`src/rtl/icache_ctrl.sv`:
```
`default_nettype none
// ============================================================================
// Module   : icache_ctrl
// Purpose  : Direct-mapped instruction cache controller. Lines hold 4 x 32-bit
//            words. Tag and data arrays are external single-port synchronous
//            RAMs with 1-cycle read latency. Misses refill the whole line
//            through a simple req/ack memory port, one word per ack.
// Ports    : clk, rst (async, active-low)
//            cpu_*   - CPU fetch request / single-cycle response strobe
//            flush_* - invalidate-all request and busy status
//            tag_*   - tag RAM port, entry = {valid, tag}
//            data_*  - data RAM port, address = {index, word}
//            mem_*   - refill port, address held until mem_ack_i
//            hit_cnt_o / miss_cnt_o - lookup statistics
// Config   : define ICACHE_STATS_EN to enable the hit/miss counters;
//            otherwise both outputs are tied to zero.
// Revision : 1.0 - initial release
// ============================================================================
module icache_ctrl #(
   parameter int TAG_BITS   = 20,   // TAG_BITS + INDEX_BITS + 4 must equal 32
   parameter int INDEX_BITS = 8
) (
   input  logic                  clk,
   input  logic                  rst,
   input  logic                  cpu_req_i,
   input  logic [31:0]           cpu_addr_i,
   output logic                  cpu_ready_o,
   output logic                  cpu_rvalid_o,
   output logic [31:0]           cpu_rdata_o,
   input  logic                  flush_i,
   output logic                  flush_busy_o,
   output logic [INDEX_BITS-1:0] tag_addr_o,
   output logic [TAG_BITS:0]     tag_wdata_o,
   output logic                  tag_we_o,
   input  logic [TAG_BITS:0]     tag_rdata_i,
   output logic [INDEX_BITS+1:0] data_addr_o,
   output logic [31:0]           data_wdata_o,
   output logic                  data_we_o,
   input  logic [31:0]           data_rdata_i,
   output logic                  mem_req_o,
   output logic [31:0]           mem_addr_o,
   input  logic                  mem_ack_i,
   input  logic [31:0]           mem_rdata_i,
   output logic [31:0]           hit_cnt_o,
   output logic [31:0]           miss_cnt_o
);

   typedef enum logic [2:0] {
      IDLE    = 3'd0,
      LOOKUP  = 3'd1,
      REFILL  = 3'd2,
      RESPOND = 3'd3,
      FLUSH   = 3'd4
   } state_t;

   state_t                state, state_nx;
   logic [31:2]           addr_q, addr_nx;        // byte offset is never needed
   logic [1:0]            cnt, cnt_nx;            // refill word counter
   logic [INDEX_BITS-1:0] flush_idx, flush_idx_nx;
   logic [31:0]           word_q, word_nx;        // requested word seen during refill

   logic [TAG_BITS-1:0]   req_tag;
   logic [INDEX_BITS-1:0] req_index;
   logic                  hit;
   logic                  unused_addr_lsbs;

   assign req_tag   = addr_q[31:32-TAG_BITS];
   assign req_index = addr_q[INDEX_BITS+3:4];
   assign hit       = tag_rdata_i[TAG_BITS] && (tag_rdata_i[TAG_BITS-1:0] == req_tag);

   // Fetches are word aligned; the byte offset is accepted but ignored.
   assign unused_addr_lsbs = ^cpu_addr_i[1:0];

   // Reset parks the FSM in FLUSH at index 0, so leaving reset always walks
   // the whole tag array before the first request can be accepted. A refill
   // interrupted by reset never wrote its tag, so no partial line survives.
   always_ff @(posedge clk or negedge rst) begin
      if (!rst) begin
         state     <= FLUSH;
         addr_q    <= '0;
         cnt       <= '0;
         flush_idx <= '0;
         word_q    <= '0;
      end else begin
         state     <= state_nx;
         addr_q    <= addr_nx;
         cnt       <= cnt_nx;
         flush_idx <= flush_idx_nx;
         word_q    <= word_nx;
      end
   end

   always_comb begin
      state_nx     = state;
      addr_nx      = addr_q;
      cnt_nx       = cnt;
      flush_idx_nx = flush_idx;
      word_nx      = word_q;
      cpu_ready_o  = 1'b0;
      cpu_rvalid_o = 1'b0;
      cpu_rdata_o  = '0;
      flush_busy_o = 1'b0;
      tag_addr_o   = '0;
      tag_wdata_o  = '0;
      tag_we_o     = 1'b0;
      data_addr_o  = '0;
      data_wdata_o = '0;
      data_we_o    = 1'b0;
      mem_req_o    = 1'b0;
      mem_addr_o   = '0;

      case (state)
         IDLE: begin
            cpu_ready_o = !flush_i;
            // Both RAMs are addressed straight from the request so the tag
            // and the word are available in LOOKUP without an extra cycle.
            tag_addr_o  = cpu_addr_i[INDEX_BITS+3:4];
            data_addr_o = cpu_addr_i[INDEX_BITS+3:2];
            if (flush_i) begin
               state_nx     = FLUSH;
               flush_idx_nx = '0;
            end else if (cpu_req_i) begin
               addr_nx  = cpu_addr_i[31:2];
               state_nx = LOOKUP;
            end
         end

         LOOKUP: begin
            if (hit) begin
               cpu_rvalid_o = 1'b1;
               cpu_rdata_o  = data_rdata_i;
               state_nx     = IDLE;
            end else begin
               cnt_nx   = '0;
               state_nx = REFILL;
            end
         end

         REFILL: begin
            // Line is fetched from word 0 upward; the address only moves
            // when the memory acknowledges the current word.
            mem_req_o  = 1'b1;
            mem_addr_o = {addr_q[31:4], cnt, 2'b00};
            if (mem_ack_i) begin
               data_we_o    = 1'b1;
               data_addr_o  = {req_index, cnt};
               data_wdata_o = mem_rdata_i;
               cnt_nx       = cnt + 2'd1;
               if (cnt == addr_q[3:2]) begin
                  word_nx = mem_rdata_i;
               end
               // Tag goes valid only together with the last data word.
               if (cnt == 2'd3) begin
                  tag_we_o    = 1'b1;
                  tag_addr_o  = req_index;
                  tag_wdata_o = {1'b1, req_tag};
                  state_nx    = RESPOND;
               end
            end
         end

         RESPOND: begin
            cpu_rvalid_o = 1'b1;
            cpu_rdata_o  = word_q;
            state_nx     = IDLE;
         end

         FLUSH: begin
            flush_busy_o = 1'b1;
            tag_we_o     = 1'b1;
            tag_addr_o   = flush_idx;
            flush_idx_nx = flush_idx + INDEX_BITS'(1);
            if (&flush_idx) begin
               state_nx = IDLE;
            end
         end

         default: state_nx = FLUSH;
      endcase
   end

`ifdef ICACHE_STATS_EN
   logic        lookup_hit;
   logic        lookup_miss;
   logic        flush_entry;
   logic [31:0] hit_cnt;
   logic [31:0] miss_cnt;

   assign lookup_hit  = (state == LOOKUP) && hit;
   assign lookup_miss = (state == LOOKUP) && !hit;
   assign flush_entry = (state == IDLE) && flush_i;

   always_ff @(posedge clk or negedge rst) begin
      if (!rst) begin
         hit_cnt  <= '0;
         miss_cnt <= '0;
      end else if (flush_entry) begin
         hit_cnt  <= '0;
         miss_cnt <= '0;
      end else begin
         if (lookup_hit) begin
            hit_cnt <= hit_cnt + 32'd1;
         end
         if (lookup_miss) begin
            miss_cnt <= miss_cnt + 32'd1;
         end
      end
   end

   assign hit_cnt_o  = hit_cnt;
   assign miss_cnt_o = miss_cnt;
`else
   assign hit_cnt_o  = '0;
   assign miss_cnt_o = '0;
`endif

endmodule
`default_nettype wire

```
`config.mk`:
```
export PLATFORM = sky130hd
export DESIGN_NAME = icache_ctrl
export DESIGN_NICKNAME = d
export VERILOG_FILES = /design/src/rtl/icache_ctrl.sv
export SDC_FILE = /design/constraint.sdc
export NUM_CORES = 1
export LEC_CHECK = 0
export CAP_MARGIN = 20
export CORE_MARGIN = 8
export CORE_UTILIZATION = 35
export DETAILED_ROUTE_END_ITERATION = 10
export PLACE_DENSITY = 0.89
export SETUP_SLACK_MARGIN = 0.3
export SLEW_MARGIN = 10
export SYNTH_ARGS = -nofsm -noshare
export SYNTH_HDL_FRONTEND = slang
export SYNTH_SLANG_ARGS = --single-unit
export TNS_END_PERCENT = 30
```
`constraint.sdc`:
```
create_clock -name clk -period 4.6 [get_ports clk]
set_input_delay 0.46 -clock clk [delete_from_list [all_inputs] [get_ports clk]]
set_output_delay 0.46 -clock clk [all_outputs]
set_load 0.005 [all_outputs]
```
# After elaboration in Yosys (flattened, before gate mapping)
# Cells that the tools add are included.
# word_totals
inputBits,122
register_bits,75
wordCells,67
out_inout_bits,205
# op_classes
add_sub_neg,2
mux,35
n_reduce_logical,11
bitwise_logic,1
eq_ne,13
# ops
cell,n
$mux W32,4
$pmux W32 S2,1
$mux W21,3
$mux W8,3
$pmux W8 S3,1
$eq A20 B20 Y1,1
$pmux W10 S2,1
$pmux W8 S2,1
$mux W3,5
$pmux W3 S5,1
$mux W10,1
$ne A2 B2 Y1 const B,5
$reduce_and A3 Y1,3
$add A8 B1 Y8 const B,1
$mux W1,8
$reduce_and A8 Y1,1
$eq A3 B2 Y1 const B,2
$mux W2,3
$pmux W1 S2,2
$pmux W2 S2,1
$reduce_and A4 Y1,1
$reduce_bool A2 Y1,2
$eq A3 B1 Y1 const B,1
$eq A3 B3 Y1 const B,1
9 further kinds,9

# Longest topological paths before layout
# logic_depth
word_depth,4
depth_mapped,7
mapped_depth_nobuf,6

# Least setup slack after synthesis
# OpenSTA, ideal clock, no wires.
# synth_timing
path_kind,in2out
start,in tag_rdata_i[5]
end,out cpu_rdata_o[0]
arrival_time_ps,1776
t_required_ps,4140
n_path_buf,1
cell_stages,6
path_slack_ps,2364
path_cell_list,xor2_1 nor4_2 nand4_2 nor4_4 buf_6 a22o_1
# synth_between
elab_chain_len,4
# synth_lines
item,line_no,source
"start, declared",35,"input logic [TAG_BITS:0] tag_rdata_i,"
$eq A20 B20 Y1,69,assign hit = tag_rdata_i[TAG_BITS] && (tag_rdata_i[TAG_BITS-1:0] == req_tag);
$logic_and A1 B1 Y1,69,
$mux W32,129,if (hit) begin
$pmux W32 S2,112,case (state)
"end, declared",29,"output logic [31:0] cpu_rdata_o,"
# Every way passes these cells.

# Worst setup path in the final report
# layout_timing
start,reg state[1]
end,out data_addr_o[0]
# layout_between
elab_chain_len,2
elab_cells_between_ends,3
classes_between,1 x eq/ne; 1 x mux; 1 x reduce/logical
# layout_lines
item,line_no,source
"start, declared",56,"state_t state, state_nx;"
"start signal, assigned",85,state <= state_nx;
$eq A3 B2 Y1 / $logic_not A3 Y1 (equally long branches),112,
$pmux W10 S2 (*),112,
"end, declared",36,"output logic [INDEX_BITS+1:0] data_addr_o,"
# Mark *: on every way between the ends. The rest lies on a longest branch, timed or not.

==> qor.yml <==
status: "completed"
synthFlopType: "dfrtp_1"
grt_start_max_net_pins: 76
cts_tree: "built"
final_hold_viol_count: 0
htreeDepth: 3
vias: 4376
ant_nets: 0
ctsHoldBuffers: 0
maxSlewViolCount: 0
routedWlPerCell_um: 18.8
synth_cell_types: 45
endpoint: "data_addr_o[0]"
routed_via_density: 4.84
p_clk_frac: 0.255
numCtsBuffers: 9
async_flop_share: 1.00
cts_num_sinks: 75
synth_top_area_frac: 0.378
yosysWarnings: 0
synth_seq_cells: 75
insertion_delay_ns: 0.34
io_pins: 327
grt_pass1_wl_um: 25500
first_pass_iters: 4
path_clk_slew_ns: 0.06
synthTopCellsByArea: "dfrtp_1 (38%), buf_4 (11%), a22o_1 (7.7%)"
worst_slew_pin_slew_ns: 1.01
intPower_uw: 1760
grt_usage: 0.181
post-route-min-period_ns: 3.56
placed_cell_area_um2: 7360
crit_start: "state[1]"
grt_pass1_vias: 4523
rrSetupSlack_ns: 1.79
hpwl_um: 13100
nets: 843
fin_crit_sh: 0.773
cp-end-kind: "output pin"
yosysTopAreaCell: "dfrtp_1"
place_congestion: 0.769
core_area_um2: 13800
p_sw_frac: 0.318
drtIter0Drc: 196
worstReg2RegEnd: "word_q[7]"
cts-root-buf: "clkbuf_16"
drc: 0
setup_violations: 0
pre_cts_slack_ns: 1.04
power_leakage_uw: 0.00337
syn_avg_cell_area_um2: 10.3
synthCells: 476
syn_area_um2: 4900
fmaxAchievable_mhz: 281
post_cts_buffers: 0
tns_ns: 0
fin_hold_ws_ns: 0.276
cp_max_fo: 65
arrival_ns: 3.10
hold_class: "in2async"
syn_to_final_growth_pct: 55.9
die_h_um: 134
ir_worst_vdd_v: 0.000234
ctsResizeCount: 0
antenna_cells: 0
slew_headroom: 0.327
synth_edf_count: 0
p_switching_uw: 822
die-area_um2: 18100
layout_setup_ws_ns: 1.04
crit_type: "reg2out"
worst_clock_skew_ns: 0.00539
fp.dieW_um: 134
port_buffers: 258
finish.instance_area_um2: 7650
antenna_found_initial: 0
p_seq_frac: 0.446
clock_path_buffers: 2
regToRegStartpoint: "state[1]"
worst_ep_required_time_ns: 4.14
rsz0062_at_grt: "false"
drt-total-wl_um: 17000
power_density_nw_per_um2: 338
drive_gt1_frac: 0.0925
start_util: 0.356
cp-start-kind: "flip-flop"
globalRouteOverflowTotal: 0
maxCapViolCount: 0
combPwrFrac: 0.299
rows: 43
r2r_cells: 6
synth_seq_area_share: 0.383
[layout by cell type, fill, tap and decap left out, types with 2 or more instances in the layout]
master / n
mux2_2: 32
nand3_1: 6
o31ai_1: 3
and3_1: 35
nor3_1: 3
mux2_1: 30
xnor2_1: 4
buf_4: 8
nor2_1: 5
clkbuf_8: 2
o21ai_0: 11
clkinvlp_4: 2
clkdlybuf4s50_1: 257
o21a_1: 2
and2_1: 49
nand2_1: 13
a31oi_1: 3
and2_2: 2
a22o_1: 43
clkbuf_16: 9
dfrtp_1: 74
ha_1: 2
conb_1: 66
clkinv_2: 2
xor2_1: 18
a222oi_1: 8
nor4_1: 4
inv_1: 11
[power groups by stage]
stage          combinational (µW)  clock, µW  sequential [µW]
2_1_floorplan                 514          0             1060
3_3_place_gp                  747          0             1150
3_5_place_dp                  775          0             1160
4_1_cts                       780        690             1150
5_1_grt                       854        713             1190
6_report                      773        660             1150
[flip-flops by register name, indices dropped and copies added, names as in the netlist]
signal and count:
word_q 32, addr_q 30, flush_idx 8, state 3, cnt 2
[per-stage QoR]
step	std cells	util	power [µW]
2_1_floorplan	541	-	1580
3_3_place_gp	887	0.534	1890
3_5_place_dp	888	0.535	1940
4_1_cts	904	0.555	2620
5_1_grt	904	0.555	2760
6_report	904	0.555	2580
[how the worst min path moves through the flow]
stage,start,end,slack [ns],cells past startpoint
floorplan,rst,addr_q[10],0.16,0
global placement,word_q[16],word_q[16],0.47,1
detailed placement,word_q[30],word_q[30],0.47,1
CTS,rst,word_q[29],0.32,1
global route,rst,word_q[29],0.36,1
finish,rst,word_q[29],0.28,1
[layer usage]
metal  GRT usage  vias up  routed length, µm
met4      0.0636        0                346
met1       0.190     2132               6300
met3      0.0636       24               1520
met2       0.326      178               8820
li1            -     2042                  -
met5           0        -                  0
[cells in the mapped netlist (8+ instances only)]
| cell | instances |
|---|---|
| and3_1 | 35 |
| mux2_1 | 30 |
| a22o_1 | 43 |
| a222oi_1 | 8 |
| inv_1 | 11 |
| xor2_1 | 18 |
| buf_4 | 69 |
| dfrtp_1 | 74 |
| and2_1 | 49 |
| nand2_1 | 13 |
| clkbuf_1 | 22 |
| o21ai_0 | 11 |
| mux2_2 | 32 |
[kinds of logic after synthesis]
family	share of synthesized area
multiplexers	0.142
buffers and inverters	0.141
AO/OA/AOI/OAI	0.123
other	0.000765
XOR/XNOR	0.0393
AND/OR/NAND/NOR	0.165
adder cells (fa/ha/maj)	0.00510
flip-flops	0.383
[layout make-up]
cell class              instances  area [µm²]
fillers                      1201        6130
repair buffers                265        2630
multi-input cells             357        2590
flip-flops and latches         75        1880
clock buffers                  12         256
well taps                     180         225
inverters                      11        41.3
clock inverters                 4        25.0
[critical path, stage by stage (launching register included)]
cell and delay (ns):
dfrtp_1 0.51, nor3b_4 0.26, buf_4 0.52, nand2_1 0.33, inv_1 0.40, a22o_1 0.20
clkdlybuf4s50_1 0.54
Note: power is estimated with default switching activity, not from simulation.
